File: src/rtl/address_generator_2d_pkg.sv
// Shared types and default widths for the 2-D raster address generator.
package address_gen_pkg;

  localparam int ADDR_W = 16;
  localparam int DIM_W  = 8;

  typedef enum logic [1:0] {
    IDLE = 2'd0,
    RUN  = 2'd1,
    DONE = 2'd2
  } state_t;

endpackage

File: src/rtl/address_generator_2d_if.sv
// Address stream: addr with valid/ready handshake and end-of-frame marker.
interface address_generator_2d_if #(
  parameter int ADDR_W = address_gen_pkg::ADDR_W
) ();

  logic [ADDR_W-1:0] addr;
  logic              addr_valid;
  logic              addr_ready;
  logic              last;

  modport master (
    output addr,
    output addr_valid,
    output last,
    input  addr_ready
  );

  modport slave (
    input  addr,
    input  addr_valid,
    input  last,
    output addr_ready
  );

endinterface

File: src/rtl/address_generator_2d_dim_counter.sv
// Wrapping counter over 0..limit-1 with terminal flag at limit-1.
module dim_counter #(
  parameter int DIM_W = 8
) (
  input  logic             clock,
  input  logic             reset,
  input  logic             enable,
  input  logic             clear,
  input  logic [DIM_W-1:0] limit,
  output logic [DIM_W-1:0] count,
  output logic             terminal
);

  assign terminal = (count == limit - DIM_W'(1));

  always_ff @(posedge clock or posedge reset) begin
    if (reset) begin
      count <= '0;
    end else if (clear) begin
      count <= '0;
    end else if (enable) begin
      count <= terminal ? '0 : count + DIM_W'(1);
    end
  end

endmodule

File: src/rtl/address_generator_2d.sv
// 2-D raster address generator: rows x cols addresses from base,
// rows pitch apart, streamed over valid/ready with a last marker.
module address_generator_2d
  import address_gen_pkg::*;
#(
  parameter int ADDR_W = address_gen_pkg::ADDR_W,
  parameter int DIM_W  = address_gen_pkg::DIM_W
) (
  input  logic              clock,
  input  logic              reset,
  input  logic              start,
  input  logic              stop,
  input  logic              continuous,
  input  logic [ADDR_W-1:0] base,
  input  logic [ADDR_W-1:0] pitch,
  input  logic [DIM_W-1:0]  cols,
  input  logic [DIM_W-1:0]  rows,
  output logic              busy,
  output logic              done,
  address_generator_2d_if.master stream
);

  state_t state_q, state_d;

  logic [ADDR_W-1:0] addr_q;
  logic [ADDR_W-1:0] row_base_q;
  logic [ADDR_W-1:0] base_q;
  logic [ADDR_W-1:0] pitch_q;
  logic [DIM_W-1:0]  cols_q;
  logic [DIM_W-1:0]  rows_q;
  logic              cont_q;

  logic [DIM_W-1:0]  col;
  logic [DIM_W-1:0]  row;
  logic              col_term;
  logic              row_term;
  logic              frame_end;
  logic              accept;
  logic              xfer;
  logic              clr;
  logic [ADDR_W-1:0] next_row;

  assign accept = (state_q == IDLE) && start && !stop
                  && (cols != '0) && (rows != '0);
  assign xfer      = (state_q == RUN) && stream.addr_ready;
  assign clr       = accept || stop;
  assign frame_end = col_term && row_term;
  assign next_row  = row_base_q + pitch_q;

  dim_counter #(.DIM_W(DIM_W)) u_col (
    .clock    (clock),
    .reset    (reset),
    .enable   (xfer),
    .clear    (clr),
    .limit    (cols_q),
    .count    (col),
    .terminal (col_term)
  );

  dim_counter #(.DIM_W(DIM_W)) u_row (
    .clock    (clock),
    .reset    (reset),
    .enable   (xfer && col_term),
    .clear    (clr),
    .limit    (rows_q),
    .count    (row),
    .terminal (row_term)
  );

  always_ff @(posedge clock or posedge reset) begin
    if (reset) begin
      state_q <= IDLE;
    end else begin
      state_q <= state_d;
    end
  end

  always_comb begin
    state_d = state_q;
    if (stop) begin
      state_d = IDLE;
    end else begin
      case (state_q)
        IDLE:    if (accept) state_d = RUN;
        RUN:     if (xfer && frame_end && !cont_q) state_d = DONE;
        DONE:    state_d = IDLE;
        default: state_d = IDLE;
      endcase
    end
  end

  always_ff @(posedge clock or posedge reset) begin
    if (reset) begin
      base_q  <= '0;
      pitch_q <= '0;
      cols_q  <= '0;
      rows_q  <= '0;
      cont_q  <= 1'b0;
    end else if (accept) begin
      base_q  <= base;
      pitch_q <= pitch;
      cols_q  <= cols;
      rows_q  <= rows;
      cont_q  <= continuous;
    end
  end

  // Row ends and frame wrap load the next row start directly: no bubble.
  always_ff @(posedge clock or posedge reset) begin
    if (reset) begin
      addr_q     <= '0;
      row_base_q <= '0;
    end else begin
      unique case (1'b1)
        accept: begin
          addr_q     <= base;
          row_base_q <= base;
        end
        xfer && !col_term: begin
          addr_q <= addr_q + ADDR_W'(1);
        end
        xfer && frame_end && cont_q: begin
          addr_q     <= base_q;
          row_base_q <= base_q;
        end
        xfer && col_term && !(frame_end && cont_q): begin
          addr_q     <= next_row;
          row_base_q <= next_row;
        end
        default: ;
      endcase
    end
  end

  assign stream.addr       = addr_q;
  assign stream.addr_valid = (state_q == RUN);
  assign stream.last       = (state_q == RUN) && frame_end;
  assign busy              = (state_q == RUN);
  assign done              = (state_q == DONE);

endmodule

File: src/flat_wrapper.sv
// flat-port wrapper written by rule: the top's interface ports become plain ports
module address_generator_2d_flat import address_gen_pkg::*;
#(
  parameter int ADDR_W = address_gen_pkg::ADDR_W,
  parameter int DIM_W  = address_gen_pkg::DIM_W
)
  (clock, reset, start, stop, continuous, base, pitch, cols, rows, busy, done, stream_addr, stream_addr_valid, stream_last, stream_addr_ready);
  address_generator_2d_if #(.ADDR_W(ADDR_W)) stream_i ();
  input  logic clock;
  input  logic reset;
  input  logic start;
  input  logic stop;
  input  logic continuous;
  input  logic [ADDR_W-1:0] base;
  input  logic [ADDR_W-1:0] pitch;
  input  logic [DIM_W-1:0] cols;
  input  logic [DIM_W-1:0] rows;
  output logic busy;
  output logic done;
  output wire logic [$bits(stream_i.addr)-1:0] stream_addr;
  output wire logic [$bits(stream_i.addr_valid)-1:0] stream_addr_valid;
  output wire logic [$bits(stream_i.last)-1:0] stream_last;
  input wire logic [$bits(stream_i.addr_ready)-1:0] stream_addr_ready;
  assign stream_addr = stream_i.addr;
  assign stream_addr_valid = stream_i.addr_valid;
  assign stream_last = stream_i.last;
  assign stream_i.addr_ready = stream_addr_ready;
  address_generator_2d #(.ADDR_W(ADDR_W), .DIM_W(DIM_W)) u_core (.clock(clock), .reset(reset), .start(start), .stop(stop), .continuous(continuous), .base(base), .pitch(pitch), .cols(cols), .rows(rows), .busy(busy), .done(done), .stream(stream_i));
endmodule
File: config.mk
export PLATFORM = sky130hd
export DESIGN_NAME = address_generator_2d_flat
export DESIGN_NICKNAME = d
export VERILOG_FILES = /design/src/rtl/address_generator_2d_pkg.sv /design/src/rtl/address_generator_2d_if.sv /design/src/rtl/address_generator_2d_dim_counter.sv /design/src/rtl/address_generator_2d.sv /design/src/flat_wrapper.sv
export SDC_FILE = /design/constraint.sdc
export NUM_CORES = 1
export LEC_CHECK = 0
export CORE_ASPECT_RATIO = 1.2
export CORE_MARGIN = 2
export CORE_UTILIZATION = 60
export CTS_CLUSTER_DIAMETER = 120
export DETAILED_ROUTE_END_ITERATION = 10
export GPL_ROUTABILITY_DRIVEN = 0
export HOLD_SLACK_MARGIN = 0.05
export PLACE_DENSITY = 0.89
export REMOVE_ABC_BUFFERS = 1
export SYNTH_ARGS = -nofsm -noshare
export SYNTH_HDL_FRONTEND = slang
export SYNTH_HIERARCHICAL = 1
export SYNTH_SLANG_ARGS = --single-unit
File: constraint.sdc
create_clock -name clock -period 11.2 [get_ports clock]
set_input_delay 2.8 -clock clock [delete_from_list [all_inputs] [get_ports clock]]
set_output_delay 2.8 -clock clock [all_outputs]
set_load 0.05 [all_outputs]
==> run_results.csv, run 1 <==
group,metric,value,unit
status,status,"complete, no violations",
route,wl_per_cell,17.7,um
worst_hold_path,hold_path_class,"reg2reg",
flow_run,drv_cap,0,
synthesis,ys_ff_latch,99,
timing,finClkSkew,0.0101,ns
grt,grt_antenna_before_repair,0,
die,core,9610,um^2
route,num_vias,5443,
pwr,seqPwrFrac,40.5,%
final_layout,syn2layout_area_growth,17.8,%
place,dp_slack,4.69,ns
grt,grt_util_all_layers,30.1,%
synthesis,synth_area,5960,um^2
grt,grt_pass1_vias,5305,
cts,insertion_delay,0.36,ns
final_layout,drive_gt1_share,5.45,%
timing,setup_tns,0,ns
final_layout,fin_util,73.0,%
route,first_pass_iters,5,
route,drt_iter0_drc,491,
synthesis,synth_cell_type_count,63,
final_layout,nNetsFinal,822,
place,io_buffers,73,
pwr,leakage,3.20,nW
die,die_x,95.0,um
timing,worst_pin_slew,1.02,ns
timing,drv_slew,0,
pwr,pwr_density_cell,164,nW/um^2
timing,rsz0062_at_grt,"false",
cts,clkTransAtPathRegs,0.07,ns
timing,max_slew_margin,31.7,%
final_layout,n_antenna_cell,0,
die,ios,74,
cts,numCtsBuffers,9,
worst_setup_path,crit_required,8.40,ns
route,finalWirelength,15500,um
timing,setup_slack,4.23,ns
timing,period_share,62.3,%
place,dpl.hpwl,10700,um
synthesis,synthArstFlopShare,100,%
cts,cts-resized-gates,0,
worst_setup_path,end_kind,"primary output",
cts,cts_max_path_buffers,2,
grt,grt_overflow_total,0,
pwr,pwr-share-comb,32.7,%
cts,holdBufCountCts,0,
synthesis,synth_area_leaders,"dfrtp_1, nand2_1, xnor2_1",
synthesis,synth_edf_count,0,
route,drc,0,
die,num_rows,39,
route,antenna_left,0,
timing,min_period,6.97,ns
synthesis,synth_ff_type,"dfrtp_1",
synthesis,avgSynthCellArea,8.66,um^2
timing,hold_violations,0,
pwr,cellInternalPower,0.000734,W
die,die-area,10800,um^2
die,fp.dieH,113,um
worst_setup_path,worstSetupPathType,"reg2out",
grt,grt_pass1_wl,25400,um
final_layout,fill_cells,696,
synthesis,synth.largest_area_cell,"dfrtp_1",
worst_setup_path,startpoint_type,"register",
die,start_util,62.0,%
timing,timing.fmax,143,MHz
cts,cts_root_buf,"clkbuf_16",
synthesis,seq_area_frac_synth,41.6,%
pwr,peakVddDrop,0.0915,mV
worst_setup_path,path_max_fanout,19,
cts,postCtsSetupBuffers,0,
timing,setup_viol,0,
final_layout,fin_cells,875,
pwr,p_sw,0.000419,W
synthesis,yosys_warnings,6,
cts,numClockSinks,99,
synthesis,syn_inst,688,
cts,tritoncts,"built",
cts,h-tree-depth,3,
worst_setup_path,crit_arrival,4.17,ns
synthesis,synth_top_area_share,41.6,%
pwr,swShare,36.3,%
route,vias_per_cell,6.22,
place,place_inst,859,
grt,grt_max_degree,84,
pwr,clkPwrFrac,26.8,%
==> power by group through the flow <==
stage	logic, W	clock network (W)	registers, W
floorplan	0.000221	0	0.000503
global placement	0.000353	0	0.000468
detailed placement	0.000368	0	0.000472
CTS	0.000373	0.000311	0.000466
global route	0.000410	0.000327	0.000474
finish	0.000377	0.000309	0.000468
==> sequential cells by signal, summed over array words and instances (netlist names) <==
register            count
u_core/base_q          16
u_core/pitch_q         16
u_core/stream.addr     16
u_core/state_q          2
u_core/rows_q           8
u_core/cols_q           8
u_core/u_row/count      8
u_core/row_base_q      16
u_core/cont_q           1
u_core/u_col/count      8
==> final timing paths <==
kind                              startpoint                    end  slack (ns)  cells past startpoint
max in group asynchronous              reset     u_core/pitch_q[11]        7.36                      3
setup / recovery            u_core/cols_q[0]            stream_last        4.23                      9
setup reg to reg            u_core/cols_q[0]  u_core/stream.addr[2]        6.41                     13
hold reg to reg            u_core/base_q[12]      u_core/base_q[12]        0.48                      2
hold / removal             u_core/base_q[12]      u_core/base_q[12]        0.48                      2
min in group asynchronous              reset  u_core/u_row/count[5]        2.80                      2
==> layout make-up <==
| cell class | count | area, um^2 | area share [%] |
|---|---|---|---|
| clock buffers | 13 | 270 | 3.85 |
| multi-input cells | 538 | 3250 | 46.3 |
| flip-flops and latches | 99 | 2480 | 35.3 |
| well taps | 123 | 154 | 2.19 |
| repair buffers | 77 | 761 | 10.8 |
| clock inverters | 3 | 21.3 | 0.303 |
| inverters | 22 | 83.8 | 1.19 |
==> per-stage QoR <==
step	hold slack (ns)	cell area, um^2	power, W
2_1_floorplan	0.446	5810	0.000725
5_1_grt	0.502	7020	0.00121
4_1_cts	0.483	7020	0.00115
3_3_place_gp	0.457	6730	0.000821
6_report	0.479	7020	0.00115
3_5_place_dp	0.463	6730	0.000840
==> synth_stat cells, types with 7 or more instances <==
cell and number:
nor4_1 12, or3_1 7, a31oi_1 8, xnor2_1 29, inv_1 21, nor2b_1 12, nor2_1 20, nor3_1 15
o21ai_0 24, dfrtp_1 99, and3_1 12, a21oi_1 44, a21o_1 8, nand2_1 182, ha_1 20, nand4_1 15
buf_2 8, xor2_1 11, nand3_1 21, clkbuf_1 14, nand2b_1 7
==> cell families (layout without fill, tap and decap cells) <==
kind of cell | Yosys count | in the layout | synth area share, %
fa+ha+maj | 21 | 21 | 4.53
mux | 7 | 7 | 1.20
buf+inv | 51 | 115 | 3.95
simple gates | 326 | 326 | 25.7
flops | 99 | 99 | 41.6
xor+xnor | 40 | 40 | 5.88
compound gates | 144 | 144 | 17.2
==> layout by cell type (no fill, tap or decap), types with 4 or more instances in the layout <==
| cell | count |
|---|---|
| a31oi_1 | 8 |
| or3_1 | 7 |
| nand3b_1 | 5 |
| nand2b_1 | 7 |
| nand2_1 | 181 |
| a21o_1 | 8 |
| o21ai_0 | 24 |
| nand3_1 | 21 |
| nor3_1 | 15 |
| ha_1 | 20 |
| or4_4 | 4 |
| clkbuf_16 | 9 |
| a22o_1 | 6 |
| a21oi_1 | 44 |
| inv_1 | 20 |
| a221o_1 | 4 |
| buf_4 | 4 |
| a221oi_1 | 4 |
| and3_1 | 12 |
| clkdlybuf4s50_1 | 73 |
| o21a_1 | 5 |
| nor2_1 | 19 |
| xnor2_1 | 29 |
| xor2_1 | 11 |
| dfrtp_1 | 99 |
| nor4_1 | 12 |
| mux2i_1 | 6 |
| nor2b_1 | 12 |
| nand4_1 | 15 |
==> metal layers <==
metal	vias to the layer above	part of all wire, %	global-route usage [%]
li1	2553	-	-
met1	2623	41	38.2
met2	224	50	50.0
met3	43	6.7	5.53
met4	0	2.7	12.9
met5	-	0	0
==> critical path, stage by stage (launching register included) <==
cell	delay (ns)
dfrtp_1	0.43
inv_1	0.08
ha_1	0.23
or3b_1	0.39
or4_4	0.51
a2111oi_4	0.40
nand3_1	0.16
inv_1	0.55
and3_1	0.26
clkdlybuf4s50_1	0.81
No activity file was read; power rests on OpenSTA's default activity.
==> run 2, diff against run 1 <==
- CORE_UTILIZATION: 60 -> 56
- PLACE_DENSITY: 0.89 -> 0.84
- clock period: 11.2 -> 7.11 ns (I/O delays scaled with it)
==> run 2 against run 1 <==
Net effect:
- total power increased by 62%
- clock skew about the same
- die area increased by 6.9%
- core utilization decreased by 5.4 points
- largest cell class unchanged
==> run_results.csv, run 2 (same netlist as run 1, synthesis figures left out) <==
group,metric,value,unit
die,ios,74,
pwr,pwr_density_cell,264,nW/um^2
route,first_pass_iters,7,
final_layout,syn2layout_area_growth,18.7,%
timing,setup_tns,0,ns
die,fp.dieH,117,um
route,num_vias,5467,
place,dp_slack,1.84,ns
worst_setup_path,path_max_fanout,19,
die,die_x,98.2,um
worst_setup_path,critical_path.most_common_cell,"inv_1",
cts,cts-resized-gates,0,
final_layout,seqCellArea,2480,um^2
cts,numClockSinks,99,
worst_setup_path,critPathBufInv,4,
cts,postCtsSetupBuffers,0,
die,num_rows,41,
worst_setup_path,crit_chain,"inv_1 > ha_1 > or3b_1 > or4_4 > a2111oi_4 > nand3_1 > inv_1 > buf_4 > and3_1 > clkdlybuf4s50_1",
timing,setup_viol,0,
worst_setup_path,startpoint_type,"register",
final_layout,final_common_cell,"nand2_1",
timing,min_period,5.71,ns
cts,numCtsBuffers,9,
worst_setup_path,crit_arrival,3.93,ns
worst_hold_path,hold_path_class,"reg2reg",
pwr,leakage,3.23,nW
timing,worst_pin_slew,0.994,ns
worst_setup_path,cpMaxStageDelayCell,"clkdlybuf4s50_1",
place,io_buffers,73,
grt,grt_pass1_wl,25700,um
timing,hold_violations,0,
grt,grt_overflow_total,0,
die,die-area,11500,um^2
route,vias_per_cell,6.19,
final_layout,nNetsFinal,824,
place,dpl.hpwl,10700,um
route,wl_per_cell,17.8,um
route,drt_iter0_drc,365,
cts,clkTransAtPathRegs,0.07,ns
worst_setup_path,critPathTopFamily,"simple AND/OR/NAND/NOR gates",
cts,tritoncts,"built",
final_layout,drive_gt1_share,5.84,%
final_layout,n_antenna_cell,0,
cts,insertion_delay,0.35,ns
timing,timing.fmax,175,MHz
pwr,peakVddDrop,0.173,mV
final_layout,fill_cells,841,
cts,h-tree-depth,3,
timing,setup_slack,1.40,ns
worst_setup_path,crit_required,5.33,ns
cts,cts_root_buf,"clkbuf_16",
grt,grt_util_all_layers,28.1,%
final_layout,final_cell_mix,"nand2_1, dfrtp_1, clkdlybuf4s50_1",
grt,grt_pass1_vias,5384,
pwr,finalPower,0.00187,W
grt,grt_antenna_before_repair,0,
timing,period_share,80.3,%
die,start_util,57.0,%
route,finalWirelength,15700,um
status,status,"complete, no violations",
die,core,10500,um^2
cts,holdBufCountCts,0,
flow_run,drv_cap,0,
timing,drv_slew,0,
final_layout,multiInputGateArea,3250,um^2
route,antenna_left,0,
route,drc,0,
worst_setup_path,worstSetupPathType,"reg2out",
timing,finClkSkew,0.00997,ns
timing,max_slew_margin,33.7,%
grt,grt_max_degree,64,
cts,cts_max_path_buffers,2,
timing,rsz0062_at_grt,"false",
worst_setup_path,slowest_delay,0.80,ns
worst_setup_path,end_kind,"primary output",
## run 2: cell count changes in the layout (fill, tap and decap cells not counted), sizes merged
cell      change
inv           +2
bufinv        +2
buf           +2
clkinvlp      -1
clkinv        +1
clkbuf        -4
## run 2: layout make-up
class	count	share of cell area, %
Multi-Input combinational cell	538	46.0
Tap cell	129	2.28
Clock buffer	9	3.18
Clock inverter	7	1.41
Inverter	22	1.18
Timing Repair Buffer	79	11.0
Sequential cell	99	35.0
## run 2: report_power, final
part	switching [W]	internal (W)
combinational	0.000348	0.000246
sequential	0.0000910	0.000645
clock	0.000225	0.000312
total	0.000664	0.00120
## run 2: final timing paths
check	from	end	slack, ns	cells after the start
max	u_core/cols_q[0]	stream_last	1.40	10
min	u_core/pitch_q[2]	u_core/pitch_q[2]	0.48	2
max reg2reg	u_core/cols_q[0]	u_core/stream.addr[2]	2.73	14
min reg2reg	u_core/pitch_q[2]	u_core/pitch_q[2]	0.48	2
max in group asynchronous	reset	u_core/base_q[1]	4.20	3
min in group asynchronous	reset	u_core/u_row/count[0]	1.77	2
## run 2: metrics by stage
step	hold slack (ns)	cell area (um^2)	cells	util (%)
global placement	0.458	6750	867	64.5
CTS	0.488	7080	883	67.6
detailed placement	0.468	6750	867	64.5
global route	0.503	7080	883	67.6
floorplan	0.446	5810	659	-
finish	0.484	7080	883	67.6
## run 2: tightest hold or removal path, stage by stage (launching register included)
cell and delay, ns:
dfrtp_1 0.35, nand2_1 0.05, nand2_1 0.05
## run 2: metal layers
| layer | part of all wire, % | up-vias | global-route usage (%) |
|---|---|---|---|
| li1 | - | 2559 | - |
| met1 | 40 | 2650 | 34.6 |
| met2 | 51 | 215 | 48.9 |
| met3 | 6.1 | 43 | 4.69 |
| met4 | 3.0 | 0 | 13.4 |
| met5 | 0 | - | 0 |
==> run 3, diff against run 2 <==
- clock period: 7.11 -> 5.84 ns (I/O delays scaled with it)
==> run 3 against run 2 <==
Net effect:
- clock skew fell by 0.0041 ns
- sequential power rose by 22%
- setup slack got worse by 0.69 ns
- final cell count rose by 0.11%
- core utilization fell by 0.24 points
- die area did not move
- first-iteration DRC count rose by 8.8%
==> run_results.csv, run 3 (same netlist as run 1, synthesis figures left out) <==
group,metric,value,unit
status,status,"complete, no violations",
worst_setup_path,slowest_delay,0.81,ns
grt,grt_antenna_before_repair,0,
route,vias_per_cell,6.18,
worst_setup_path,reg2reg_depth,14,
cts,h-tree-depth,3,
worst_setup_path,path_max_fanout,5,
place,io_buffers,73,
worst_setup_path,end_kind,"primary output",
timing,rsz0062_at_grt,"false",
timing,timing.fmax,195,MHz
final_layout,syn2layout_area_growth,18.3,%
grt,grt_util_all_layers,27.0,%
worst_setup_path,cpMaxStageDelayCell,"clkdlybuf4s50_1",
timing,worst_pin_slew,0.842,ns
grt,grt_pass1_wl,25000,um
die,num_rows,41,
cts,postCtsSetupBuffers,0,
pwr,pwr_density_cell,314,nW/um^2
worst_setup_path,r2r_end,"u_core/u_row/count[5]",
flow_run,drv_cap,0,
die,fp.dieH,117,um
die,core,10500,um^2
worst_setup_path,crit_required,4.38,ns
cts,insertion_delay,0.34,ns
timing,max_slew_margin,43.8,%
worst_hold_path,hp-start,"u_core/pitch_q[3]",
place,dp_slack,1.10,ns
timing,setup_tns,0,ns
place,dpl.hpwl,10600,um
die,start_util,57.0,%
route,finalWirelength,15400,um
worst_setup_path,regToRegSetupSlack,1.59,ns
worst_setup_path,startpoint_type,"register",
worst_setup_path,crit-reg2reg-launch,"u_core/cols_q[0]",
final_layout,drive_gt1_share,5.56,%
timing,min_period,5.13,ns
worst_setup_path,worstSetupPathType,"reg2out",
grt,grt_pass1_vias,5324,
final_layout,final_cell_mix,"nand2_1, dfrtp_1, clkdlybuf4s50_1",
cts,numCtsBuffers,9,
timing,period_share,87.8,%
route,num_vias,5464,
grt,grt_max_degree,64,
timing,drv_slew,0,
cts,tritoncts,"built",
pwr,leakage,3.22,nW
worst_hold_path,hold_path_class,"reg2reg",
timing,setup_viol,0,
cts,clkTransAtPathRegs,0.07,ns
route,first_pass_iters,6,
worst_setup_path,crit_chain,"inv_1 > ha_1 > or3b_1 > or4_4 > a2111oi_4 > nand3_1 > inv_1 > and3_1 > clkdlybuf4s50_1",
worst_setup_path,endpoint,"stream_last",
pwr,peakVddDrop,0.205,mV
timing,hold_violations,0,
worst_setup_path,crit_arrival,3.67,ns
die,die-area,11500,um^2
final_layout,n_antenna_cell,0,
final_layout,nNetsFinal,825,
timing,setup_slack,0.710,ns
worst_setup_path,cp-startpoint,"u_core/rows_q[0]",
die,die_x,98.2,um
route,wl_per_cell,17.5,um
worst_setup_path,critical_path.most_common_cell,"inv_1",
cts,numClockSinks,99,
cts,cts_root_buf,"clkbuf_16",
cts,cts-resized-gates,0,
cts,cts_max_path_buffers,2,
grt,grt_overflow_total,0,
timing,finClkSkew,0.00585,ns
route,drc,0,
route,antenna_left,0,
route,drt_iter0_drc,397,
cts,holdBufCountCts,0,
final_layout,final_common_cell,"nand2_1",
die,ios,74,
## run 3: worst min path at each step
stage,to,slack [ns],cells past startpoint
3_3_place_gp,u_core/base_q[6],0.46,2
4_1_cts,u_core/base_q[11],0.49,2
3_5_place_dp,u_core/base_q[15],0.47,2
6_report,u_core/pitch_q[3],0.49,2
5_1_grt,u_core/base_q[15],0.50,2
2_1_floorplan,u_core/base_q[1],0.45,2
## run 3: per-layer routing
metal,vias up,part of all wire (%),track usage (%)
met4,0,3.6,12.9
met2,218,50,46.6
met3,48,5.8,4.33
li1,2560,-,-
met1,2638,41,33.6
met5,-,0,0
## run 3: power by group
| group | leakage, nW | internal (W) | switching (W) | total (W) |
|---|---|---|---|---|
| logic | 1.82 | 0.000298 | 0.000419 | 0.000717 |
| registers | 1.25 | 0.000786 | 0.000110 | 0.000896 |
| clock network | 0.147 | 0.000345 | 0.000256 | 0.000600 |
| total | 3.22 | 0.00143 | 0.000785 | 0.00221 |
## run 3: cell type report
class	count	area, um^2
fillers	842	3410
multi-input cells	538	3250
flip-flops and latches	99	2480
repair buffers	80	783
clock buffers	12	246
well taps	129	161
inverters	22	83.8
clock inverters	4	48.8
## run 3: critical path, delay by kind of cell (launching register included)
kind	cells	cell delay, ns
AND/OR/NAND/NOR	4	1.24
buffers and inverters	3	1.04
flip-flops	1	0.43
AO/OA/AOI/OAI	1	0.40
adder cells (fa/ha/maj)	1	0.22
## run 3: per-stage QoR
stage | utilization [%] | hold WS [ns] | std cells | power, W | cell area [um^2]
finish | 67.4 | 0.488 | 884 | 0.00221 | 7050
global route | 67.4 | 0.502 | 884 | 0.00233 | 7050
CTS | 67.4 | 0.489 | 884 | 0.00221 | 7050
detailed placement | 64.6 | 0.472 | 868 | 0.00161 | 6760
global placement | 64.6 | 0.458 | 868 | 0.00158 | 6760
floorplan | - | 0.446 | 659 | 0.00139 | 5810
